File: src/rtl/switch_bounce_gen_pkg.sv
// Shared definitions for the switch bounce emulator and its LFSR.
package switch_bounce_gen_pkg;

  typedef enum logic [1:0] {
    IDLE    = 2'd0,
    CHATTER = 2'd1,
    SETTLE  = 2'd2
  } state_t;

  localparam int unsigned LFSR_W = 16;

  // Taps for x^16 + x^14 + x^13 + x^11 + 1 (bits 15, 13, 12, 10).
  localparam logic [LFSR_W-1:0] LFSR_TAPS = 16'hB400;

endpackage

File: src/rtl/switch_bounce_gen_lfsr.sv
// Free-running 16-bit Fibonacci LFSR, shifting left; reused by other stimulus generators.
module lfsr_16
  import switch_bounce_gen_pkg::*;
#(
  parameter logic [15:0] SEED = 16'hACE1
) (
  input  logic        i_clk,
  input  logic        i_rst,
  output logic [15:0] o_lfsr
);

  always_ff @(posedge i_clk or posedge i_rst) begin
    if (i_rst) o_lfsr <= SEED;
    else       o_lfsr <= {o_lfsr[14:0], ^(o_lfsr & LFSR_TAPS)};
  end

endmodule

File: src/rtl/switch_bounce_gen.sv
// Mechanical switch emulator: on a commanded level change, emits pseudo-random
// chatter, forces the final level, then holds it clean for a settle period.
module switch_bounce_gen
  import switch_bounce_gen_pkg::*;
#(
  parameter int unsigned BOUNCE_COUNT  = 8,
  parameter int unsigned MIN_GAP       = 16,
  parameter int unsigned GAP_BITS      = 4,
  parameter int unsigned SETTLE_CYCLES = 1000,
  parameter logic [15:0] LFSR_SEED     = 16'hACE1
) (
  input  logic i_clk,
  input  logic i_rst,
  input  logic i_level,
  input  logic i_bounce_en,
  output logic o_switch,
  output logic o_busy,
  output logic o_done
);

  localparam int unsigned GAP_W = $clog2(MIN_GAP + (1 << GAP_BITS));
  localparam int unsigned BC_W  = $clog2(BOUNCE_COUNT + 1);
  localparam int unsigned ST_W  = $clog2(SETTLE_CYCLES + 1);

  localparam logic [GAP_W-1:0] GAP_MIN  = GAP_W'(MIN_GAP);
  localparam logic [BC_W-1:0]  BC_INIT  = BC_W'(BOUNCE_COUNT);
  localparam logic [ST_W-1:0]  ST_INIT  = ST_W'(SETTLE_CYCLES - 1);

  logic [LFSR_W-1:0] lfsr;
  logic [GAP_W-1:0]  gap_next;
  logic [GAP_W-1:0]  gap_cnt;
  logic [BC_W-1:0]   bounce_cnt;
  logic [ST_W-1:0]   settle_cnt;
  logic              target;
  logic              unused_lfsr;
  state_t            state;

  lfsr_16 #(
    .SEED (LFSR_SEED)
  ) u_lfsr (
    .i_clk  (i_clk),
    .i_rst  (i_rst),
    .o_lfsr (lfsr)
  );

  // Only the low GAP_BITS of the LFSR randomise the gap.
  assign gap_next    = GAP_MIN + GAP_W'(lfsr[GAP_BITS-1:0]);
  assign unused_lfsr = ^lfsr;

  always_ff @(posedge i_clk or posedge i_rst) begin
    if (i_rst) begin
      state      <= IDLE;
      target     <= 1'b0;
      o_switch   <= 1'b0;
      o_busy     <= 1'b0;
      o_done     <= 1'b0;
      gap_cnt    <= '0;
      bounce_cnt <= '0;
      settle_cnt <= '0;
    end else begin
      o_done <= 1'b0;
      case (state)
        IDLE: begin
          if (i_level != target) begin
            target <= i_level;
            if (i_bounce_en) begin
              gap_cnt    <= gap_next;
              bounce_cnt <= BC_INIT;
              o_busy     <= 1'b1;
              state      <= CHATTER;
            end else begin
              o_switch <= i_level;
            end
          end
        end
        CHATTER: begin
          target <= i_level;
          if (gap_cnt != '0) begin
            gap_cnt <= gap_cnt - 1'b1;
          end else if (bounce_cnt != '0) begin
            o_switch   <= ~o_switch;
            bounce_cnt <= bounce_cnt - 1'b1;
            gap_cnt    <= gap_next;
          end else begin
            o_switch   <= target;
            settle_cnt <= ST_INIT;
            state      <= SETTLE;
          end
        end
        SETTLE: begin
          o_switch <= target;
          // Completion wins over a same-edge level change; IDLE picks it up next.
          if (settle_cnt == '0) begin
            o_done <= 1'b1;
            o_busy <= 1'b0;
            state  <= IDLE;
          end else if (i_level != target) begin
            target     <= i_level;
            gap_cnt    <= gap_next;
            bounce_cnt <= BC_INIT;
            state      <= CHATTER;
          end else begin
            settle_cnt <= settle_cnt - 1'b1;
          end
        end
        default: state <= IDLE;
      endcase
    end
  end

endmodule

File: config.mk
export PLATFORM = sky130hd
export DESIGN_NAME = switch_bounce_gen
export DESIGN_NICKNAME = d
export VERILOG_FILES = /design/src/rtl/switch_bounce_gen_pkg.sv /design/src/rtl/switch_bounce_gen_lfsr.sv /design/src/rtl/switch_bounce_gen.sv
export SDC_FILE = /design/constraint.sdc
export NUM_CORES = 1
export LEC_CHECK = 0
export BUFFER_PORTS_ARGS = -buffer_cell sky130_fd_sc_hd__buf_2
export CAP_MARGIN = 5
export CORE_ASPECT_RATIO = 2
export CORE_MARGIN = 5
export CORE_UTILIZATION = 25
export DETAILED_ROUTE_END_ITERATION = 10
export HOLD_SLACK_MARGIN = 0.05
export PLACE_DENSITY_LB_ADDON = 0.12
export SLEW_MARGIN = 30
export SYNTH_ARGS = -nofsm -noshare
export SYNTH_HDL_FRONTEND = slang
export SYNTH_SLANG_ARGS = --single-unit
export TNS_END_PERCENT = 20
File: constraint.sdc
create_clock -name i_clk -period 2.4 [get_ports i_clk]
set_input_delay 0.48 -clock i_clk [delete_from_list [all_inputs] [get_ports i_clk]]
set_output_delay 0.48 -clock i_clk [all_outputs]
set_load 0.02 [all_outputs]
==> flow_summary.json <==
{
  "outcome": "completed",
  "synth-edff-count": 0,
  "switching_share_pct": 38.26,
  "grt.total_usage_pct": 11.59,
  "mappedNetlistNets": 203,
  "cp_data_required_time_ns": 2.57,
  "post-synth-top-area-cell": "dfrtp_1",
  "crit_arrival_ns": 2.39,
  "cts_resized": 0,
  "grt.met2_usage_pct": 22.63,
  "die_height_um": 136.6,
  "timing.critical_path.to_type": "register",
  "clock_latency_ns": 0.29,
  "grt_util_met1_pct": 10.66,
  "avgRoutedWirePerCell_um": 16.35,
  "dr.first_iter.drc_count": 84,
  "post-route-drc-count": 0,
  "rrSetupSlack_ns": 0.18,
  "report.final.setup_viol": 0,
  "transition_time_at_the_pin_with_the_least_slew_margin_ns": 0.5568,
  "pin_count_of_the_biggest_net_entering_global_routing": 16,
  "cts_post_setup_buffers_inserted": 0,
  "grt_first_pass_wirelength_um": 8597,
  "seq_area_frac_synth_pct": 51.75,
  "clkSlewWorstSetupHoldPaths_ns": 0.06,
  "power.sequential.fraction_pct": 35.2,
  "layout.cell_area.non_filler_um2": 2406,
  "slew_viol_final": 0,
  "area_of_the_die_um2": 10010,
  "timing.setup.tns_ns": 0,
  "hp-class": "input pin to asynchronous set/reset pin",
  "holdWs_ns": 0.1651,
  "ctsHoldBuffers": 0,
  "crit_start": "gap_cnt[0]",
  "cts-htree-levels": 2,
  "vias": 1531,
  "skew_ns": 0.005662,
  "synth_area_per_cell_um2": 10.48,
  "yosysTopAreaCellShare_pct": 41.25,
  "max_freq_ghz": 0.4509,
  "min_period_over_period_pct": 92.40,
  "leakagePower_nw": 1.050,
  "dp_wirelength_um": 4109,
  "total_switching_power_mw": 1.092,
  "slew_headroom_pct": 62.65,
  "max-cap-violations": 0,
  "finalHoldViolations": 0,
  "critical_path.startpoint_type": "register",
  "powerDensity_nw_per_um2": 1186,
  "numPortBuffers": 6,
  "gp_congestion": 0.8068,
  "cts.root.buffer_cell": "clkbuf_16",
  "core.rowCount": 46,
  "most_utilized_layer_in_the_global_route_result": "met2",
  "numCtsBuffers": 5,
  "start_util_pct": 25.39,
  "vias_in_the_first_global_route": 1684,
  "combinationalPowerShare_pct": 40.8,
  "fin_crit_ns": 2.218,
  "cts_tree": "built",
  "unrepaired_setup_endpoints_after_global_routing": "no",
  "critPathMaxFanout": 8,
  "share_clk_of_total_power_pct": 24.0,
  "async_flop_share_pct": 100.0,
  "die-width_um": 73.28,
  "ys.flop_type": "dfrtp_1",
  "drtAntennaViolNets": 0,
  "clock_sinks": 41,
  "detailedRoute.firstPassIterationCount": 4,
  "p_int_mw": 1.762,
  "drive_above_1_share_pct": 22.48,
  "post_synth_num_cell_types": 47,
  "synth.ff_latch_count": 41,
  "grt_antenna_before_repair": 0,
  "syn_inst": 191,
  "routed_wirelength_um": 5135,
  "detail_route.vias_per_cell": 4.876,
  "overflow": 0,
  "ios": 7,
  "antenna-diode-count": 0,
  "grt_util_met3_pct": 2.426,
  "timing.setup.critical_path_class": "register to register",
  "fp.coreArea_um2": 7885,
  "worst_ir_drop_on_vdd_mv": 0.3327,
  "worstReg2RegStart": "gap_cnt[0]",
  "ys_top_cells_by_area": "dfrtp_1 (41%), dfstp_2 (11%), o21ai_0 (5.3%), ha_1 (5.0%), inv_1 (2.6%)",
  "area_delta_synth_final_pct": 20.19,
  "layout.nets": 229,
  "cell_area_after_placement_um2": 2253,
  "syn_area_um2": 2002,
  "cts-root-to-sink-buffers": 2,
  "n_fill_cell": 798,
  "yosysWarnings": 0
}
[power by group through the flow]
| stage | clock, mW | combinational (mW) | sequential (mW) |
|---|---|---|---|
| 2_1_floorplan | 0 | 0.804 | 0.977 |
| 3_3_place_gp | 0 | 1.19 | 1.02 |
| 3_5_place_dp | 0 | 1.18 | 1.02 |
| 4_1_cts | 0.709 | 1.18 | 1.00 |
| 5_1_grt | 0.740 | 1.31 | 1.03 |
| 6_report | 0.686 | 1.16 | 1.00 |
[state kept, by name (all words and copies together) (netlist names)]
register,count
target,1
gap_cnt,5
o_busy,1
o_switch,1
state,2
o_done,1
bounce_cnt,4
settle_cnt,10
u_lfsr.o_lfsr,16
[cells in the mapped netlist, types with 2 or more instances]
master	count
and3_1	3
nand3_1	10
dfrtp_1	33
mux2_2	2
clkbuf_1	2
a2bb2oi_1	4
xor2_1	2
nand2b_1	2
nand4b_1	2
xnor2_1	3
nor3b_1	3
a21boi_0	3
a21oi_1	7
dfstp_2	8
ha_1	8
o21a_1	2
nand3b_1	3
nand4_1	2
nor2_1	13
inv_1	14
nand2_1	12
nor3_1	3
a31oi_1	5
o21ai_0	21
o22ai_1	2
[layout make-up]
cell class,count,area [µm²],share of cell area [%]
Sequential cell,41,1036,43.06
Multi-Input combinational cell,133,894.6,37.18
Timing Repair Buffer,22,150.1,6.240
Clock buffer,6,138.9,5.772
Tap cell,96,120.1,4.992
Inverter,14,52.55,2.184
Clock inverter,2,13.76,0.5720
[stage by stage]
stage               worst slack [ns]  util, %  std cells  power [mW]
floorplan                     0.3737        -        191       1.781
global placement              0.1482    28.58        306       2.206
detailed placement            0.1698    28.58        306       2.196
CTS                           0.1526    30.51        314       2.896
global route                 0.05637    30.51        314       3.081
finish                        0.1824    30.51        314       2.854
[critical path, cell delays in order, from the launching register on]
cell and delay (ns):
dfrtp_1 0.37, inv_1 0.09, ha_1 0.25, or4b_4 0.56
o21ai_4 0.31, nand3_1 0.20, mux2_2 0.32
[metal layers]
metal / wire, µm / part of all wire (%)
met1: 1797 / 35
met4: 163 / 3.2
met2: 3064 / 60
met3: 109 / 2.1
met5: 0 / 0
[final timing paths]
kind,end,cells past startpoint
setup reg to reg,state[1],6
max in group asynchronous,u_lfsr.o_lfsr[15],3
min in group i_clk,u_lfsr.o_lfsr[9],0
hold / removal,u_lfsr.o_lfsr[4],2
setup / recovery,state[1],6
hold reg to reg,u_lfsr.o_lfsr[9],0
[cells by family after synthesis]
family	Yosys count	synth area share [%]
AND/OR/NAND/NOR	62	17.44
XOR/XNOR	5	2.188
AO/OA/AOI/OAI	55	18.44
flip-flops	41	51.75
multiplexers	3	1.625
buffers and inverters	17	3.563
adder cells (fa/ha/maj)	8	5.000
[cell usage in the layout (no fill, tap or decap), types with 4 or more instances in the layout]
cell       synthesis  routed
buf_2              0       6
clkbuf_16          0       5
dfrtp_1           33      33
a2bb2oi_1          4       4
nor2_1            13      13
inv_1             14      13
buf_4              0      16
ha_1               8       8
dfstp_2            8       8
a31oi_1            5       5
nand2_1           12      12
a21oi_1            7       7
o21ai_0           21      21
nand3_1           10      10
No activity file was read; power rests on OpenSTA's default activity.
